`src/rtl/regs_wb_arbiter.sv`:
```
// Register-file write-back arbiter: merges WB-stage writes with in-order multicycle results,
// tracks pending destinations for hazard stalls. Define REGS_WB_ARBITER_ERR_EN for sticky err.
module regs_wb_arbiter #(
  parameter int TAG_DEPTH = 4,
  parameter int CHK_PORTS = 3
) (
  input  logic                      clk,
  input  logic                      rst,
  input  logic                      pipe_we,
  input  logic [4:0]                pipe_waddr,
  input  logic [31:0]               pipe_wrdata,
  input  logic                      mc_issue,
  input  logic [4:0]                mc_waddr,
  output logic                      issue_ready,
  input  logic                      mc_valid,
  input  logic [31:0]               mc_wrdata,
  output logic                      mc_ready,
  input  logic                      flush,
  input  logic [CHK_PORTS-1:0][4:0] chk_addr,
  output logic                      pending_stall,
  output logic                      rf_we,
  output logic [4:0]                rf_waddr,
  output logic [31:0]               rf_wrdata,
  output logic                      err
);

  localparam int PTR_W = (TAG_DEPTH > 1) ? $clog2(TAG_DEPTH) : 1;
  localparam int CNT_W = $clog2(TAG_DEPTH + 1);
  localparam logic [CNT_W-1:0] CNT_FULL = CNT_W'(TAG_DEPTH);

  logic [4:0]       tag_q [TAG_DEPTH];
  logic [4:0]       tag_d [TAG_DEPTH];
  logic [PTR_W-1:0] wr_ptr_q, wr_ptr_d;
  logic [PTR_W-1:0] rd_ptr_q, rd_ptr_d;
  logic [CNT_W-1:0] count_q, count_d;
  logic             hold_vld_q, hold_vld_d;
  logic [4:0]       hold_addr_q, hold_addr_d;
  logic [31:0]      hold_data_q, hold_data_d;
  logic             rf_we_q, rf_we_d;
  logic [4:0]       rf_waddr_q, rf_waddr_d;
  logic [31:0]      rf_wrdata_q, rf_wrdata_d;

  logic             enq, hs, drain, pop;
  logic [4:0]       head_addr;
  logic [TAG_DEPTH-1:0] entry_vld;

  assign issue_ready = (count_q != CNT_FULL);
  assign mc_ready    = !hold_vld_q && (count_q != '0);
  assign head_addr   = tag_q[rd_ptr_q];

  // flush wins over every queue-side event; the pipe write still goes out
  assign enq   = mc_issue && issue_ready && !flush;
  assign hs    = mc_valid && mc_ready && !flush;
  assign drain = hold_vld_q && !pipe_we && !flush;
  assign pop   = drain || (hs && !pipe_we);

  always_comb begin
    tag_d       = tag_q;
    wr_ptr_d    = wr_ptr_q;
    rd_ptr_d    = rd_ptr_q;
    count_d     = count_q;
    hold_vld_d  = hold_vld_q;
    hold_addr_d = hold_addr_q;
    hold_data_d = hold_data_q;
    rf_we_d     = 1'b0;
    rf_waddr_d  = rf_waddr_q;
    rf_wrdata_d = rf_wrdata_q;

    if (pipe_we) begin
      rf_we_d     = 1'b1;
      rf_waddr_d  = pipe_waddr;
      rf_wrdata_d = pipe_wrdata;
      if (hs) begin
        hold_vld_d  = 1'b1;
        hold_addr_d = head_addr;
        hold_data_d = mc_wrdata;
      end
    end else if (drain) begin
      rf_we_d     = 1'b1;
      rf_waddr_d  = hold_addr_q;
      rf_wrdata_d = hold_data_q;
      hold_vld_d  = 1'b0;
    end else if (hs) begin
      rf_we_d     = 1'b1;
      rf_waddr_d  = head_addr;
      rf_wrdata_d = mc_wrdata;
    end

    if (enq) begin
      tag_d[wr_ptr_q] = mc_waddr;
      wr_ptr_d        = wr_ptr_q + PTR_W'(1);
    end
    if (pop) rd_ptr_d = rd_ptr_q + PTR_W'(1);

    case ({enq, pop})
      2'b10:   count_d = count_q + CNT_W'(1);
      2'b01:   count_d = count_q - CNT_W'(1);
      default: count_d = count_q;
    endcase

    if (flush) begin
      wr_ptr_d   = '0;
      rd_ptr_d   = '0;
      count_d    = '0;
      hold_vld_d = 1'b0;
    end
  end

  // an entry is live when its distance from the read pointer is below count
  always_comb begin
    entry_vld     = '0;
    pending_stall = 1'b0;
    for (int i = 0; i < TAG_DEPTH; i++) begin
      entry_vld[i] = ({1'b0, PTR_W'(i) - rd_ptr_q} < count_q);
    end
    for (int p = 0; p < CHK_PORTS; p++) begin
      if (chk_addr[p] != 5'd0) begin
        for (int i = 0; i < TAG_DEPTH; i++) begin
          if (entry_vld[i] && (tag_q[i] == chk_addr[p])) pending_stall = 1'b1;
        end
        if (mc_issue && (mc_waddr == chk_addr[p])) pending_stall = 1'b1;
      end
    end
  end

  always_ff @(posedge clk or negedge rst) begin
    if (!rst) begin
      for (int i = 0; i < TAG_DEPTH; i++) tag_q[i] <= '0;
      wr_ptr_q    <= '0;
      rd_ptr_q    <= '0;
      count_q     <= '0;
      hold_vld_q  <= 1'b0;
      hold_addr_q <= '0;
      hold_data_q <= '0;
      rf_we_q     <= 1'b0;
      rf_waddr_q  <= '0;
      rf_wrdata_q <= '0;
    end else begin
      tag_q       <= tag_d;
      wr_ptr_q    <= wr_ptr_d;
      rd_ptr_q    <= rd_ptr_d;
      count_q     <= count_d;
      hold_vld_q  <= hold_vld_d;
      hold_addr_q <= hold_addr_d;
      hold_data_q <= hold_data_d;
      rf_we_q     <= rf_we_d;
      rf_waddr_q  <= rf_waddr_d;
      rf_wrdata_q <= rf_wrdata_d;
    end
  end

  assign rf_we     = rf_we_q;
  assign rf_waddr  = rf_waddr_q;
  assign rf_wrdata = rf_wrdata_q;

`ifdef REGS_WB_ARBITER_ERR_EN
  logic err_q, err_d;

  assign err_d = err_q || (mc_issue && !issue_ready) || (mc_valid && (count_q == '0));

  always_ff @(posedge clk or negedge rst) begin
    if (!rst) err_q <= 1'b0;
    else      err_q <= err_d;
  end

  assign err = err_q;
`else
  assign err = 1'b0;
`endif

endmodule

```
`config.mk`:
```
export PLATFORM = sky130hd
export DESIGN_NAME = regs_wb_arbiter
export DESIGN_NICKNAME = d
export VERILOG_FILES = /design/src/rtl/regs_wb_arbiter.sv
export SDC_FILE = /design/constraint.sdc
export NUM_CORES = 1
export LEC_CHECK = 0
export ABC_CLOCK_PERIOD_IN_PS = 4360
export BUFFER_PORTS_ARGS = -buffer_cell sky130_fd_sc_hd__buf_2
export CAP_MARGIN = 25
export CORE_ASPECT_RATIO = 0.8
export CORE_MARGIN = 2
export CORE_UTILIZATION = 50
export DETAILED_ROUTE_END_ITERATION = 10
export PLACE_DENSITY_LB_ADDON = 0.08
export REMOVE_ABC_BUFFERS = 1
export SLEW_MARGIN = 0
export SYNTH_ARGS = -nofsm -noshare
export SYNTH_HDL_FRONTEND = slang
export SYNTH_SLANG_ARGS = --single-unit
```
`constraint.sdc`:
```
create_clock -name clk -period 4.36 [get_ports clk]
set_input_delay 0.436 -clock clk [delete_from_list [all_inputs] [get_ports clk]]
set_output_delay 0.436 -clock clk [all_outputs]
set_load 0.02 [all_outputs]
```
==> metrics.cfg <==
[outcome]
outcome = finished, final reports clean

[timing]
hold_viol_final = 0
fmax_ghz = 0.301
setup_viol = 0
fin_crit_sh_pct = 76.1
slew_headroom_pct = 35.0
max_slew.worst_pin.slew_ps = 975
clock_skew_ps = 11.9
rsz0062_at_grt = no
slew_viol_final = 0
tns_ps = 0
min_period_ps = 3320

[clock_tree]
ctsHoldBuffers = 0
htreeDepth = 3
clk_path_buf_depth = 2
cts_setup_buffers = 0
ctsResizeCount = 0
cts_tree = built
clk_latency_ps = 340
path_clk_slew_ps = 80
numCtsBuffers = 9
cts_root_buf = clkbuf_16
clock_sinks = 103

[critical_path]
worstRegToRegCells = 7
crit_type = reg2out
path_max_fanout = 10
crit_cells = 10
setup.worst_path.end_class = output port
path_cells = xnor2_1, inv_1, ha_1, nand2b_1, o22ai_1, nor4_1, nor3_1, a21oi_1, or3_1, buf_2
crit_path_top_delay_cell = dfrtp_1
critPathBufInv = 2
required_ps = 3920
cp-start-kind = register
max_stage_delay_ps = 630
cp_top_family = simple AND/OR/NAND/NOR gates
worstPathArrival_ps = 2880

[synthesis]
synth_top_area_cell = dfrtp_1
synthTopCellsByArea = dfrtp_1, mux2_2, mux2i_1
yosysTopAreaCellShare_pct = 43.3
ys.warnings.count = 0
yosysSeqAreaShare_pct = 43.3
synth_edf_count = 0
ys_seq_elements = 103
syn-instance-count = 581
synthArstFlopShare_pct = 100
syn_area_per_cell_um2 = 10.2
ys_types = 37
synth_ff_type = dfrtp_1
syn_area_um2 = 5950

[detailed_routing]
drt_first_iter_violations = 239
viasPerCell = 5.41
wl_um = 14900
dr.pass1.iters = 4
drc = 0
ant_nets = 0
vias = 4531
avgRoutedWirePerCell_um = 17.8

[floorplanning]
io_pins = 137
core_area_um2 = 11600
dieWidth_um = 126
fp.dieH_um = 102
placementRows = 35
die_area_um2 = 12800
start_util_pct = 51.5

[final_layout]
final_cell_mix = buf_2, dfrtp_1, mux2_2, nand2_1, o21ai_0
n_antenna_cell = 0
nNetsFinal = 789
fin_area_um2 = 6980
layout_commonest_cell = buf_2
area_growth_pct = 17.3
drive_above_1_share_pct = 32.9

[global_route]
grt_util_all_layers_pct = 24.1
grt_max_degree = 71
grt_pass1_wl_um = 24100
grt_pass1_vias = 4476
grt_antenna_before_repair = 0
overflow = 0

[placement]
placed_cell_area_um2 = 6620
dp_hpwl_um = 10800
place.gp.congestion = 0.905
portBuffers = 135

[power]
powerDensity_nw_per_um2 = 482
ir_drop_mv = 0.254
leakage_uw = 0.00337

[job]
cap_viol_max_count = 0

[hold_path]
hold_class = in2async

-- layer usage --
layer  vias to the layer above  share of wire (%)  global-route usage [%]
met4                         0                1.0                    5.66
li1                       2203                  -                       -
met2                       123                 44                    35.4
met1                      2194                 48                    36.2
met3                        11                7.0                    5.71
met5                         -                  0                       0
-- sequential cells by signal, summed over array words and instances, names as in the netlist --
| signal | cells |
|---|---|
| wr_ptr_q | 2 |
| count_q | 3 |
| tag_q | 20 |
| rf_wrdata | 32 |
| hold_vld_q | 1 |
| rf_waddr | 5 |
| hold_data_q | 32 |
| rd_ptr_q | 2 |
| rf_we | 1 |
| hold_addr_q | 5 |
-- synthesized netlist by cell type (2+ instances only) --
| cell type | number |
|---|---|
| dfrtp_1 | 103 |
| mux2_2 | 58 |
| nand2_1 | 53 |
| o21ai_0 | 46 |
| xnor2_1 | 41 |
| nor2_1 | 40 |
| mux2i_1 | 38 |
| xor2_1 | 37 |
| a21oi_1 | 34 |
| buf_2 | 19 |
| clkbuf_1 | 18 |
| nor4_1 | 15 |
| nand3_1 | 13 |
| buf_4 | 9 |
| inv_1 | 9 |
| ha_1 | 8 |
| mux4_2 | 5 |
| nor3_1 | 4 |
| a31oi_1 | 3 |
| nand2b_1 | 3 |
| or4_1 | 3 |
| and2_1 | 2 |
| buf_1 | 2 |
| mux2_1 | 2 |
| o21ba_2 | 2 |
| o22ai_1 | 2 |
| o31ai_1 | 2 |
-- through the flow --
stage	std cells	hold slack, ps	setup slack (ps)	power [µW]	util (%)
2_1_floorplan	533	140	1200	2130	-
3_3_place_gp	821	457	1500	2450	57.3
3_5_place_dp	821	464	1380	2480	57.3
4_1_cts	837	216	979	3390	60.2
5_1_grt	838	254	791	3580	60.4
6_report	838	188	1040	3370	60.4
-- worst paths after layout --
path,startpoint,end,slack (ps)
max,rd_ptr_q[0]$_DFFE_PN0P_,pending_stall,1040
min,rst,wr_ptr_q[0]$_DFFE_PN0P_,190
max reg2reg,count_q[0]$_DFFE_PN0P_,count_q[2]$_DFFE_PN0P_,2150
min reg2reg,rf_wrdata[25]$_DFFE_PN0P_,rf_wrdata[25]$_DFFE_PN0P_,480
max in group asynchronous,rst,rf_wrdata[11]$_DFFE_PN0P_,3160
min in group clk,pipe_waddr[0],rf_waddr[0]$_DFFE_PN0P_,310
-- area by class of cell --
class                   count  area [µm²]
repair buffers            141         736
multi-input cells         421        3110
clock inverters             5        85.1
flip-flops and latches    103        2580
inverters                   9        33.8
clock buffers              11         253
well taps                 148         185
fillers                  1011        4580
-- power by group --
| group | switching, µW | internal [µW] |
|---|---|---|
| logic | 446 | 502 |
| clock network | 364 | 539 |
| registers | 267 | 1250 |
-- cells by family after synthesis --
| family | share of synthesized area, % |
|---|---|
| xor gates and xnor gates | 11.5 |
| DFF | 43.3 |
| AOI/OAI and AO/OA | 8.33 |
| other | 0.0630 |
| and+or+nand+nor | 10.6 |
| buffers and inverters | 4.56 |
| adders and majority gates | 2.02 |
| muxes | 19.6 |
(Power assumes the default switching activity.)
